[src/rtl/nv_fifo_rws_128x128_ctrl.sv]
// Valid/ready FIFO controller for an external registered-read-address two-port RAM.
// Optional macro NV_FIFO_RWS_BYPASS_EN: pushes into an empty FIFO skip the RAM and land in the skid.
module nv_fifo_rws_128x128_ctrl #(
    parameter int WIDTH = 128,
    parameter int AW    = 7
) (
    input  logic             nvdla_core_clk,
    input  logic             nvdla_core_rstn,
    input  logic             wr_pvld,
    output logic             wr_prdy,
    input  logic [WIDTH-1:0] wr_pd,
    output logic             rd_pvld,
    input  logic             rd_prdy,
    output logic [WIDTH-1:0] rd_pd,
    output logic             ram_we,
    output logic [AW-1:0]    ram_wa,
    output logic [WIDTH-1:0] ram_di,
    output logic             ram_re,
    output logic [AW-1:0]    ram_ra,
    input  logic [WIDTH-1:0] ram_dout,
    output logic [7:0]       fifo_cnt
);

    localparam logic [7:0] DEPTH = 8'(1 << AW);

    logic [AW-1:0]    wr_ptr_q, wr_ptr_d;
    logic [AW-1:0]    rd_ptr_q, rd_ptr_d;
    logic [7:0]       ram_used_q, ram_used_d;
    logic [7:0]       fifo_cnt_q, fifo_cnt_d;
    logic             inflight_q, inflight_d;
    logic [1:0]       skid_cnt_q, skid_cnt_d;
    logic [WIDTH-1:0] skid0_q, skid0_d;
    logic [WIDTH-1:0] skid1_q, skid1_d;

    logic             push;
    logic             pop;
    logic             byp;
    logic             ram_push;
    logic             rel;
    logic             issue;
    logic             cap;
    logic [1:0]       skid_after_pop;
    logic [WIDTH-1:0] cap_data;

    assign wr_prdy        = (ram_used_q < DEPTH);
    assign rd_pvld        = (skid_cnt_q != 2'd0);
    assign push           = wr_pvld && wr_prdy;
    assign pop            = rd_pvld && rd_prdy;
    assign skid_after_pop = skid_cnt_q - {1'b0, pop};

`ifdef NV_FIFO_RWS_BYPASS_EN
    assign byp = push && (ram_used_q == 8'd0) && !inflight_q && (skid_after_pop < 2'd2);
`else
    assign byp = 1'b0;
`endif

    assign ram_push = push && !byp;
    // A slot is freed only once its read data has been captured, so the write port cannot clobber it.
    assign rel      = inflight_q;
    assign issue    = (ram_used_q > {7'd0, inflight_q}) &&
                      (({1'b0, skid_cnt_q} + {2'b0, inflight_q}) < (3'd2 + {2'b0, pop}));
    assign cap      = inflight_q || byp;
    assign cap_data = inflight_q ? ram_dout : wr_pd;

    assign ram_we   = ram_push;
    assign ram_wa   = wr_ptr_q;
    assign ram_di   = wr_pd;
    assign ram_re   = issue;
    assign ram_ra   = rd_ptr_q;
    assign rd_pd    = skid0_q;
    assign fifo_cnt = fifo_cnt_q;

    always_comb begin
        skid0_d = skid0_q;
        skid1_d = skid1_q;
        if (pop) begin
            skid0_d = skid1_q;
        end
        if (cap) begin
            if (skid_after_pop == 2'd0) begin
                skid0_d = cap_data;
            end else begin
                skid1_d = cap_data;
            end
        end
        skid_cnt_d = skid_after_pop + {1'b0, cap};
        wr_ptr_d   = wr_ptr_q + AW'(ram_push);
        rd_ptr_d   = rd_ptr_q + AW'(issue);
        ram_used_d = ram_used_q + 8'(ram_push) - 8'(rel);
        inflight_d = issue;
        fifo_cnt_d = ram_used_d + 8'(skid_cnt_d);
    end

    always_ff @(posedge nvdla_core_clk or negedge nvdla_core_rstn) begin
        if (!nvdla_core_rstn) begin
            wr_ptr_q   <= '0;
            rd_ptr_q   <= '0;
            ram_used_q <= '0;
            fifo_cnt_q <= '0;
            inflight_q <= 1'b0;
            skid_cnt_q <= '0;
            skid0_q    <= '0;
            skid1_q    <= '0;
        end else begin
            wr_ptr_q   <= wr_ptr_d;
            rd_ptr_q   <= rd_ptr_d;
            ram_used_q <= ram_used_d;
            fifo_cnt_q <= fifo_cnt_d;
            inflight_q <= inflight_d;
            skid_cnt_q <= skid_cnt_d;
            skid0_q    <= skid0_d;
            skid1_q    <= skid1_d;
        end
    end

endmodule

[config.mk]
export PLATFORM = sky130hd
export DESIGN_NAME = nv_fifo_rws_128x128_ctrl
export DESIGN_NICKNAME = d
export VERILOG_FILES = /design/src/rtl/nv_fifo_rws_128x128_ctrl.sv
export SDC_FILE = /design/constraint.sdc
export NUM_CORES = 1
export LEC_CHECK = 0
export ABC_AREA = 1
export CORE_AREA = 2 2 208 210
export DETAILED_ROUTE_END_ITERATION = 10
export DIE_AREA = 0 0 210 212
export PLACE_DENSITY_LB_ADDON = 0.12
export SLEW_MARGIN = 20
export SYNTH_ARGS = -nofsm -noshare
export SYNTH_HDL_FRONTEND = slang
export SYNTH_SLANG_ARGS = --single-unit
export TNS_END_PERCENT = 50
[constraint.sdc]
create_clock -name nvdla_core_clk -period 2.8 [get_ports nvdla_core_clk]
set_input_delay 0.56 -clock nvdla_core_clk [delete_from_list [all_inputs] [get_ports nvdla_core_clk]]
set_output_delay 0.56 -clock nvdla_core_clk [all_outputs]
set_load 0.01 [all_outputs]
# --- Word-level counts from Yosys, hierarchy flattened ---
# Cells that the tools add are included.
# W data, S select, Z words.
classes:
  reduce_logical: 6
  magnitude_cmp: 3
  bitwise_logic: 1
  n_addsub: 9
  multipliers: 0
  shift: 0
  div_mod_pow: 0
  eq_ne: 0
  muxes: 3
ops:
  columns: ["cell", "n"]
  rows:
  - ["$mux W128", 3]
  - ["$add A7 B1 Y7", 2]
  - ["$add A8 B1 Y8", 1]
  - ["$add A8 B2 Y8", 1]
  - ["$gt A8 B1 Y1", 1]
  - ["$lt A8 B8 Y1 const B", 1]
  - ["$sub A8 B1 Y8", 1]
  - ["$add A2 B1 Y3", 1]
  - ["$add A2 B1 Y3 const A", 1]
  - ["$logic_and A1 B1 Y1", 3]
  - ["$lt A3 B3 Y1", 1]
  - ["$add A2 B1 Y2", 1]
  - ["$logic_not A2 Y1", 1]
  - ["$reduce_and A2 Y1", 1]
  - ["$reduce_bool A2 Y1", 1]
  - ["$sub A2 B1 Y2", 1]
  - ["$not A1 Y1", 1]
totals:
  mem_count: 0
  in_bits: 260
  latch_bits: 0
  ramBits: 0
  romBits: 0
  output_inout_bits: 282
  regBits: 289

# --- Logic depth before layout (Yosys ltp) ---
# Gate-level depths: netlist (run 1).
depth:
  ltp_word: 6
  ltp_mapped: 15

# --- Worst setup path before layout (run 1) ---
# OpenSTA, ideal clock, no wires.
synth_path:
  kind: "input port to flip-flop"
  from: "input port wr_pvld"
  to: "register fifo_cnt_q[7] (netlist: fifo_cnt[7])"
  path_buffers: 0
  cell_stages: 14
  t_arrival_ns: 2.517
  slack_ns: 0.166
  setup_ns: 0.117
  required_ns: 2.683
  path_cell_list: "inv_1 -> nor2_1 -> ha_1 -> inv_1 -> fa_1 -> inv_1 -> ha_1 -> a21oi_1 -> nor2_1 -> nand3_1 -> nor2_1 -> nand3_1 -> nand2_1 -> nand2_1"
synth_between:
  elab_chain_len: 4
synth_lines:
  columns: ["item", "line", "rtl"]
  rows:
  - ["start: declaration", "9", "input logic wr_pvld,"]
  - ["$logic_and A1 B1 Y1", "47", "assign push = wr_pvld && wr_prdy;"]
  - ["named net ram_we", "15", "output logic ram_we,"]
  - ["$add A8 B1 Y8", "89", "ram_used_d = ram_used_q + 8'(ram_push) - 8'(rel);"]
  - ["$sub A8 B1 Y8", "89", null]
  - ["named net ram_used_d[1]", "28", "logic [7:0] ram_used_q, ram_used_d;"]
  - ["$add A8 B2 Y8", "91", "fifo_cnt_d = ram_used_d + 8'(skid_cnt_d);"]
  - ["named net fifo_cnt_d[7]", "29", "logic [7:0] fifo_cnt_q, fifo_cnt_d;"]
  - ["end signal: assignment", "108", "fifo_cnt_q <= fifo_cnt_d;"]
  - ["end: declaration", "29", null]
# The timed path passes the listed nets, and every way through them passes these cells.
# A chain may end at the register's enable or synchronous reset.

# --- Final worst setup path (run 1) ---
layout_path:
  from: "register inflight_q (netlist: cap)"
  to: "register fifo_cnt_q[6] (netlist: fifo_cnt[6])"
layout_between:
  elab_chain_len: 2
  word_cells_on_any_way: 3
  cone_classes: "add/sub: 3"
layout_lines:
  columns: ["item", "line", "rtl"]
  rows:
  - ["start: declaration", "30", "logic inflight_q, inflight_d;"]
  - ["start signal: assignment", "109", "inflight_q <= inflight_d;"]
  - ["$sub A8 B1 Y8", "89", null]
  - ["named net ram_used_d[1]", "28", null]
  - ["$add A8 B2 Y8", "91", null]
  - ["named net fifo_cnt_d[6]", "29", null]
# The timed path passes the listed nets, and every way through them passes these cells.

==> impl_metrics.csv, run 1 <==
group,metric,value,unit
timing,worst_clock_skew,0.0124,ns
worst_hold_path,hold_start,"rd_prdy",
die,die_w,210,um
pwr,ir_drop,0.000940,V
cells_and_area,multi_input_area,5250,um^2
clock_network,cts_buffers,35,
worst_setup_path,path_max_fanout,3,
worst_setup_path,regToRegStartpoint,"cap$_DFF_PN0_",
die,row_count,76,
cells_and_area,fillerInstances,4072,
timing,fin_setup_tns,0,ns
global_route,grt_max_degree,129,
drt,ant_nets,0,
die,initial_core_util,0.329,
clock_network,clk_latency,0.53,ns
pwr,leakage,0.00806,uW
cells_and_area,mostFrequentLayoutCells,"dfrtp_1, clkdlybuf4s50_1, nand2_1",
clock_network,postCtsSetupBuffers,0,
clock_network,cts_tree,"built",
yosys,netlist_instances,1320,
die,die_h,212,um
worst_setup_path,crit_arrival,3.07,ns
worst_setup_path,crit_required,3.26,ns
global_route,antenna_found_initial,2,
clock_network,clkSlewWorstSetupHoldPaths,0.06,ns
place,gp_congestion,0.773,
worst_setup_path,cp-end-kind,"flop",
timing,finalCriticalPeriod,2.61,ns
run_status,outcome,"completed",
drt,drcViolationCount,0,
die,die_area,44500,um^2
worst_setup_path,r2r_end,"fifo_cnt[6]$_DFF_PN0_",
drt,wl_per_cell,19.6,um
place,io_buffer_count,285,
clock_network,clockBufferDepth,3,
timing,rsz0062_at_grt,"no",
timing,timing.final.crit_share,0.933,
place,dp_hpwl,24.8,mm
timing,worst_pin_slew,0.983,ns
timing,timing.fmax,383,MHz
clock_network,cts.sinks,289,
drt,postRouteWirelength,40.0,mm
pwr,p_total,23900,uW
worst_setup_path,r2r_cells,15,
worst_setup_path,critPathKind,"reg2reg",
clock_network,h-tree-depth,2,
yosys,ys_seq_elements,289,
global_route,overflow,0,
cells_and_area,area_growth,26.5,%
worst_hold_path,hold_end,"rd_pd[1]$_DFF_PN0_",
cells_and_area,final_nets,1750,
timing,setup_viol,0,
worst_setup_path,reg2reg_slack,0.19,ns
pwr,p_per_area,1350,nW/um^2
cells_and_area,final_layout_size_suffix_gt1_frac,0.149,
drt,route.vias.total,10100,
yosys,yosys.area.top_type,"dfrtp_1",
yosys,synthDistinctLibCells,25,
global_route,grt_pass1_wl,62.2,mm
yosys,synthesis.nets,1606,
yosys,ys_seq_area_frac,0.517,
clock_network,clock-root-buffer,"clkbuf_16",
drt,drtIter0Drc,708,
worst_setup_path,start_kind,"flop",
yosys,synth_area_leaders,"dfrtp_1, mux2_4, buf_4",
yosys,synth_top_area_frac,0.517,
yosys,ys_warn_count,0,
run,drv_cap,0,
cells_and_area,final-seq-area,7230,um^2
die,ios,542,
worst_hold_path,hold_path_class,"in2reg",
die,core,42500,um^2
drt,via_per_inst,4.96,
timing,hold_violations,0,
timing,slew_viol_final,0,
worst_hold_path,holdPathStages,3,
yosys,syn_area,14000,um^2
drt,dr.pass1.iters,7,
global_route,gr-usage-all-layers,0.178,
global_route,first_global_vias,10400,
yosys,synth.avg_cell_area,10.6,um^2
cells_and_area,final_common_cell,"dfrtp_1",
timing,max_slew_margin,0.345,
[critical path, cell delays in order (launching register included)]
cell	delay [ns]
dfrtp_1	0.41
ha_1	0.33
inv_1	0.07
ha_1	0.16
inv_1	0.06
fa_1	0.47
inv_1	0.06
buf_4	0.13
fa_1	0.41
inv_1	0.08
nor2_2	0.05
nand2_1	0.11
nor2_2	0.05
nand2_1	0.06
nand2_1	0.05
nand2_1	0.07
[Yosys cell counts, drive strengths merged]
cell and number:
a21o 1, a21oi 5, a31oi 128, buf 179, clkbuf 33, dfrtp 289
fa 2, ha 24, inv 35, mux2 128, nand2 179, nand3 151
nand3b 1, nand4 3, nor2 144, nor3 2, o211ai 1, o21ai 1
or2 1, xnor2 2, xor2 11
[worst max path at each step]
| stage | cells past startpoint | start | end |
|---|---|---|---|
| global route | 15 | cap$_DFF_PN0_ | fifo_cnt[6]$_DFF_PN0_ |
| finish | 15 | cap$_DFF_PN0_ | fifo_cnt[6]$_DFF_PN0_ |
| detailed placement | 15 | wr_pvld | fifo_cnt[7]$_DFF_PN0_ |
| global placement | 15 | wr_pvld | fifo_cnt[7]$_DFF_PN0_ |
| CTS | 6 | cap$_DFF_PN0_ | ram_re |
| floorplan | 14 | wr_pvld | fifo_cnt[7]$_DFF_PN0_ |
[stage by stage]
| step | cells | worst slack [ns] | hold slack [ns] | utilization | instance area (um^2) |
|---|---|---|---|---|---|
| after CTS | 2034 | 0.0512 | 0.359 | 0.416 | 17700 |
| after global routing | 2035 | 0.00600 | 0.375 | 0.416 | 17700 |
| after detailed placement | 1972 | -0.346 | 0.464 | 0.389 | 16500 |
| after global placement | 1972 | -0.285 | 0.469 | 0.389 | 16500 |
| final | 2035 | 0.187 | 0.395 | 0.416 | 17700 |
| after floorplan | 1320 | 0.166 | 0.264 | - | 14000 |
[flip-flops by register name, summed over array words and instances (netlist names)]
signal      flops
skid_cnt_q      2
ram_used_q      8
skid1_q       128
fifo_cnt        8
rd_pd         128
cap             1
ram_wa          7
ram_ra          7
[kinds of logic (layout without fill, tap and decap cells)]
kind of cell	Yosys count	after routing	synth area share
adders and majority gates	26	26	0.0243
buffers and inverters	247	415	0.111
muxes	128	128	0.135
DFF	289	289	0.517
other	0	1	0
xor gates and xnor gates	13	13	0.00814
AOI/OAI and AO/OA	136	136	0.0605
and+or+nand+nor	481	481	0.144
[routing by layer]
metal  part of all wire  global-route usage  wire (um)
met3              0.078              0.0589       3120
met2               0.45               0.273      18000
met1               0.45               0.244      18000
met4              0.020              0.0418        783
met5            0.00033                   0         13
[power by group]
group          total (uW)  leakage [uW]  internal (uW)  switching (uW)
sequential           7670       0.00340           6460            1210
clock                4510      0.000551           2710            1800
combinational       11700       0.00411           6000            5690
[timing repair]
action                                  in CTS  in global routing
gates resized for setup                      2                  6
endpoints found under the setup margin       1                  3
hold buffers                                 1                  0
pin swaps                                    0                  0
hold endpoints to repair                     2                  0
[final cells by class]
cell class / instances / area share
Sequential cell: 289 / 0.409
Clock inverter: 8 / 0.00530
Timing Repair Buffer: 319 / 0.185
Clock buffer: 53 / 0.0580
Multi-Input combinational cell: 784 / 0.297
Tap cell: 546 / 0.0386
Antenna cell: 1 / 0.000141
Inverter: 35 / 0.00743
No activity file was read; power rests on OpenSTA's default activity.
==> inputs of run 2 (changes only) <==
--- a/config.mk
+++ b/config.mk
@@ -10,7 +10,7 @@
 export DETAILED_ROUTE_END_ITERATION = 10
 export DIE_AREA = 0 0 210 212
 export PLACE_DENSITY_LB_ADDON = 0.12
-export SLEW_MARGIN = 20
+export SLEW_MARGIN = 30
 export SYNTH_ARGS = -nofsm -noshare
 export SYNTH_HDL_FRONTEND = slang
 export SYNTH_SLANG_ARGS = --single-unit
==> constraint.sdc (replaced) <==
create_clock -name nvdla_core_clk -period 2.13 [get_ports nvdla_core_clk]
set_input_delay 0.426 -clock nvdla_core_clk [delete_from_list [all_inputs] [get_ports nvdla_core_clk]]
set_output_delay 0.426 -clock nvdla_core_clk [all_outputs]
set_load 0.01 [all_outputs]
==> run 2 against run 1 <==
  * The flow now finishes with violations (negative setup slack)
  * Hold slack got worse by 0.013 ns
  * Utilization rose by 1.2 points
  * Die area did not move
  * Non-clock buffer count rose by 30
  * Register-to-register slack got worse by 0.44 ns
  * Sequential power rose by 33%
  * Cell count rose by 1.5%
  * Combinational power rose by 44%
==> impl_metrics.csv, run 2 (synthesized netlist as in run 1, its figures left out) <==
group,metric,value,unit
run_status,outcome,"complete, but fails checks",
run_status,violations,"negative setup slack",
global_route,first_global_vias,10500,
place,gp_congestion,0.767,
die,row_count,76,
timing,timing.final.crit_share,1.14,
clock_network,cts_buffers,36,
pwr,p_switching,12000,uW
timing,hold_violations,0,
worst_setup_path,r2r_end,"fifo_cnt[7]$_DFF_PN0_",
timing,max_slew_margin,0.386,
die,die_area,44500,um^2
pwr,swShare,0.364,
global_route,grt_pass1_wl,62.3,mm
clock_network,cts.sinks,289,
worst_setup_path,r2r_cells,14,
pwr,p_clk_frac,0.183,
worst_setup_path,regToRegStartpoint,"cap$_DFF_PN0_",
timing,worst_pin_slew,0.921,ns
clock_network,cts_tree,"built",
die,initial_core_util,0.329,
drt,wl_met3,2.73,mm
pwr,comb_power_share,0.508,
pwr,p_per_area,1810,nW/um^2
worst_setup_path,cp-end-kind,"primary output",
clock_network,clock-root-buffer,"clkbuf_16",
timing,setup_viol,9,
cells_and_area,final_layout_size_suffix_gt1_frac,0.186,
run,drv_cap,0,
cells_and_area,final_common_cell,"dfrtp_1",
worst_hold_path,hold_path_class,"in2async",
pwr,leakage,0.00828,uW
cells_and_area,final_nets,1781,
global_route,overflow,0,
pwr,ir_drop,0.000866,V
drt,drtIter0Drc,713,
drt,wl_per_cell,19.6,um
global_route,grt_max_degree,129,
timing,finalCriticalPeriod,2.42,ns
timing,worst_clock_skew,0.0180,ns
global_route,antenna_found_initial,3,
die,core,42500,um^2
worst_setup_path,path_max_fanout,2,
place,dp_hpwl,25.1,mm
pwr,power_frac_seq,0.309,
drt,ant_nets,0,
worst_setup_path,crit_arrival,1.99,ns
global_route,gr-usage-all-layers,0.178,
drt,drcViolationCount,0,
timing,rsz0062_at_grt,"yes",
cells_and_area,mostFrequentLayoutCells,"dfrtp_1, clkdlybuf4s50_1, nand2_1",
timing,timing.fmax,414,MHz
timing,slew_viol_final,0,
clock_network,clkSlewWorstSetupHoldPaths,0.05,ns
place,post-place-ws,-0.902,ns
drt,route.vias.total,10200,
drt,wl_met2,18.3,mm
timing,worst_slack,-0.288,ns
pwr,intPower,21000,uW
drt,top_layer,"met5",
worst_setup_path,crit_required,1.70,ns
place,io_buffer_count,285,
worst_setup_path,reg2reg_slack,-0.25,ns
clock_network,h-tree-depth,2,
drt,via_per_inst,4.95,
drt,wl_met1,18.8,mm
die,ios,542,
die,die_w,210,um
cells_and_area,area_growth,30.3,%
worst_setup_path,critPathLaunch,"cap$_DFF_PN0_",
drt,dr.pass1.iters,5,
worst_setup_path,start_kind,"flop",
worst_setup_path,critPathKind,"reg2out",
timing,hold_ws,0.382,ns
worst_setup_path,cp-endpoint,"ram_re",
clock_network,clk_latency,0.54,ns
die,die_h,212,um
clock_network,clockBufferDepth,3,
drt,postRouteWirelength,40.6,mm
==> run 2: worst min path at each step <==
| stage | startpoint | end | slack, ns | cells past startpoint |
|---|---|---|---|---|
| after global routing | nvdla_core_rstn | skid1_q[98]$_DFFE_PN0P_ | 0.39 | 2 |
| final | nvdla_core_rstn | skid1_q[98]$_DFFE_PN0P_ | 0.38 | 2 |
| after floorplan | nvdla_core_rstn | cap$_DFF_PN0_ | 0.13 | 0 |
| after CTS | nvdla_core_rstn | rd_pd[47]$_DFF_PN0_ | 0.37 | 2 |
| after detailed placement | nvdla_core_rstn | skid1_q[98]$_DFFE_PN0P_ | 0.35 | 1 |
| after global placement | nvdla_core_rstn | skid1_q[98]$_DFFE_PN0P_ | 0.34 | 1 |
==> run 2: through the flow <==
stage / setup TNS, ns / total power, uW / area (um^2) / instances / util
floorplan: -1.11 / 19800 / 14000 / 1320 / -
global placement: -7.06 / 26200 / 16800 / 1997 / 0.396
detailed placement: -7.58 / 26300 / 16800 / 1997 / 0.396
CTS: -1.68 / 33200 / 18100 / 2063 / 0.427
global route: -2.35 / 35400 / 18200 / 2065 / 0.429
finish: -1.37 / 33100 / 18200 / 2066 / 0.429
==> run 2: routing by layer <==
layer  GRT usage  up-vias
met2       0.272      365
met1       0.243     5077
li1            -     4714
met4      0.0474        4
met5           0        -
met3      0.0579       60
==> run 2: area by class of cell <==
type	count	area, um^2
Antenna cell	2	5.00
Multi-Input combinational cell	784	5440
Clock buffer	52	1040
Timing Repair Buffer	349	3580
Tap cell	546	683
Sequential cell	289	7230
Inverter	35	134
Fill cell	3980	24300
Clock inverter	9	103
==> run 2: timing repair <==
| item | CTS | global route |
|---|---|---|
| gates cloned | 0 | 1 |
| endpoints found under the setup margin | 17 | 95 |
| gates resized for setup | 40 | 12 |
| hold endpoints to repair | 31 | 0 |
| buffers inserted | 5 | 1 |
| pin swaps | 15 | 9 |
| hold buffers | 1 | 0 |
==> run 2: critical path, cell delays in order, from the launching register on <==
cell      delay (ns)
dfrtp_1         0.42
buf_6           0.14
ha_4            0.15
ha_4            0.20
o21ai_2         0.05
o211ai_1        0.10
a21oi_1         0.13
buf_4           0.16
buf_6           0.10
==> run 2: power by group through the flow <==
stage,logic [uW],clock network (uW),registers (uW)
floorplan,9210,0,10500
global placement,16000,0,10200
detailed placement,16100,0,10200
CTS,16700,6230,10200
global route,18400,6420,10600
finish,16800,6040,10200
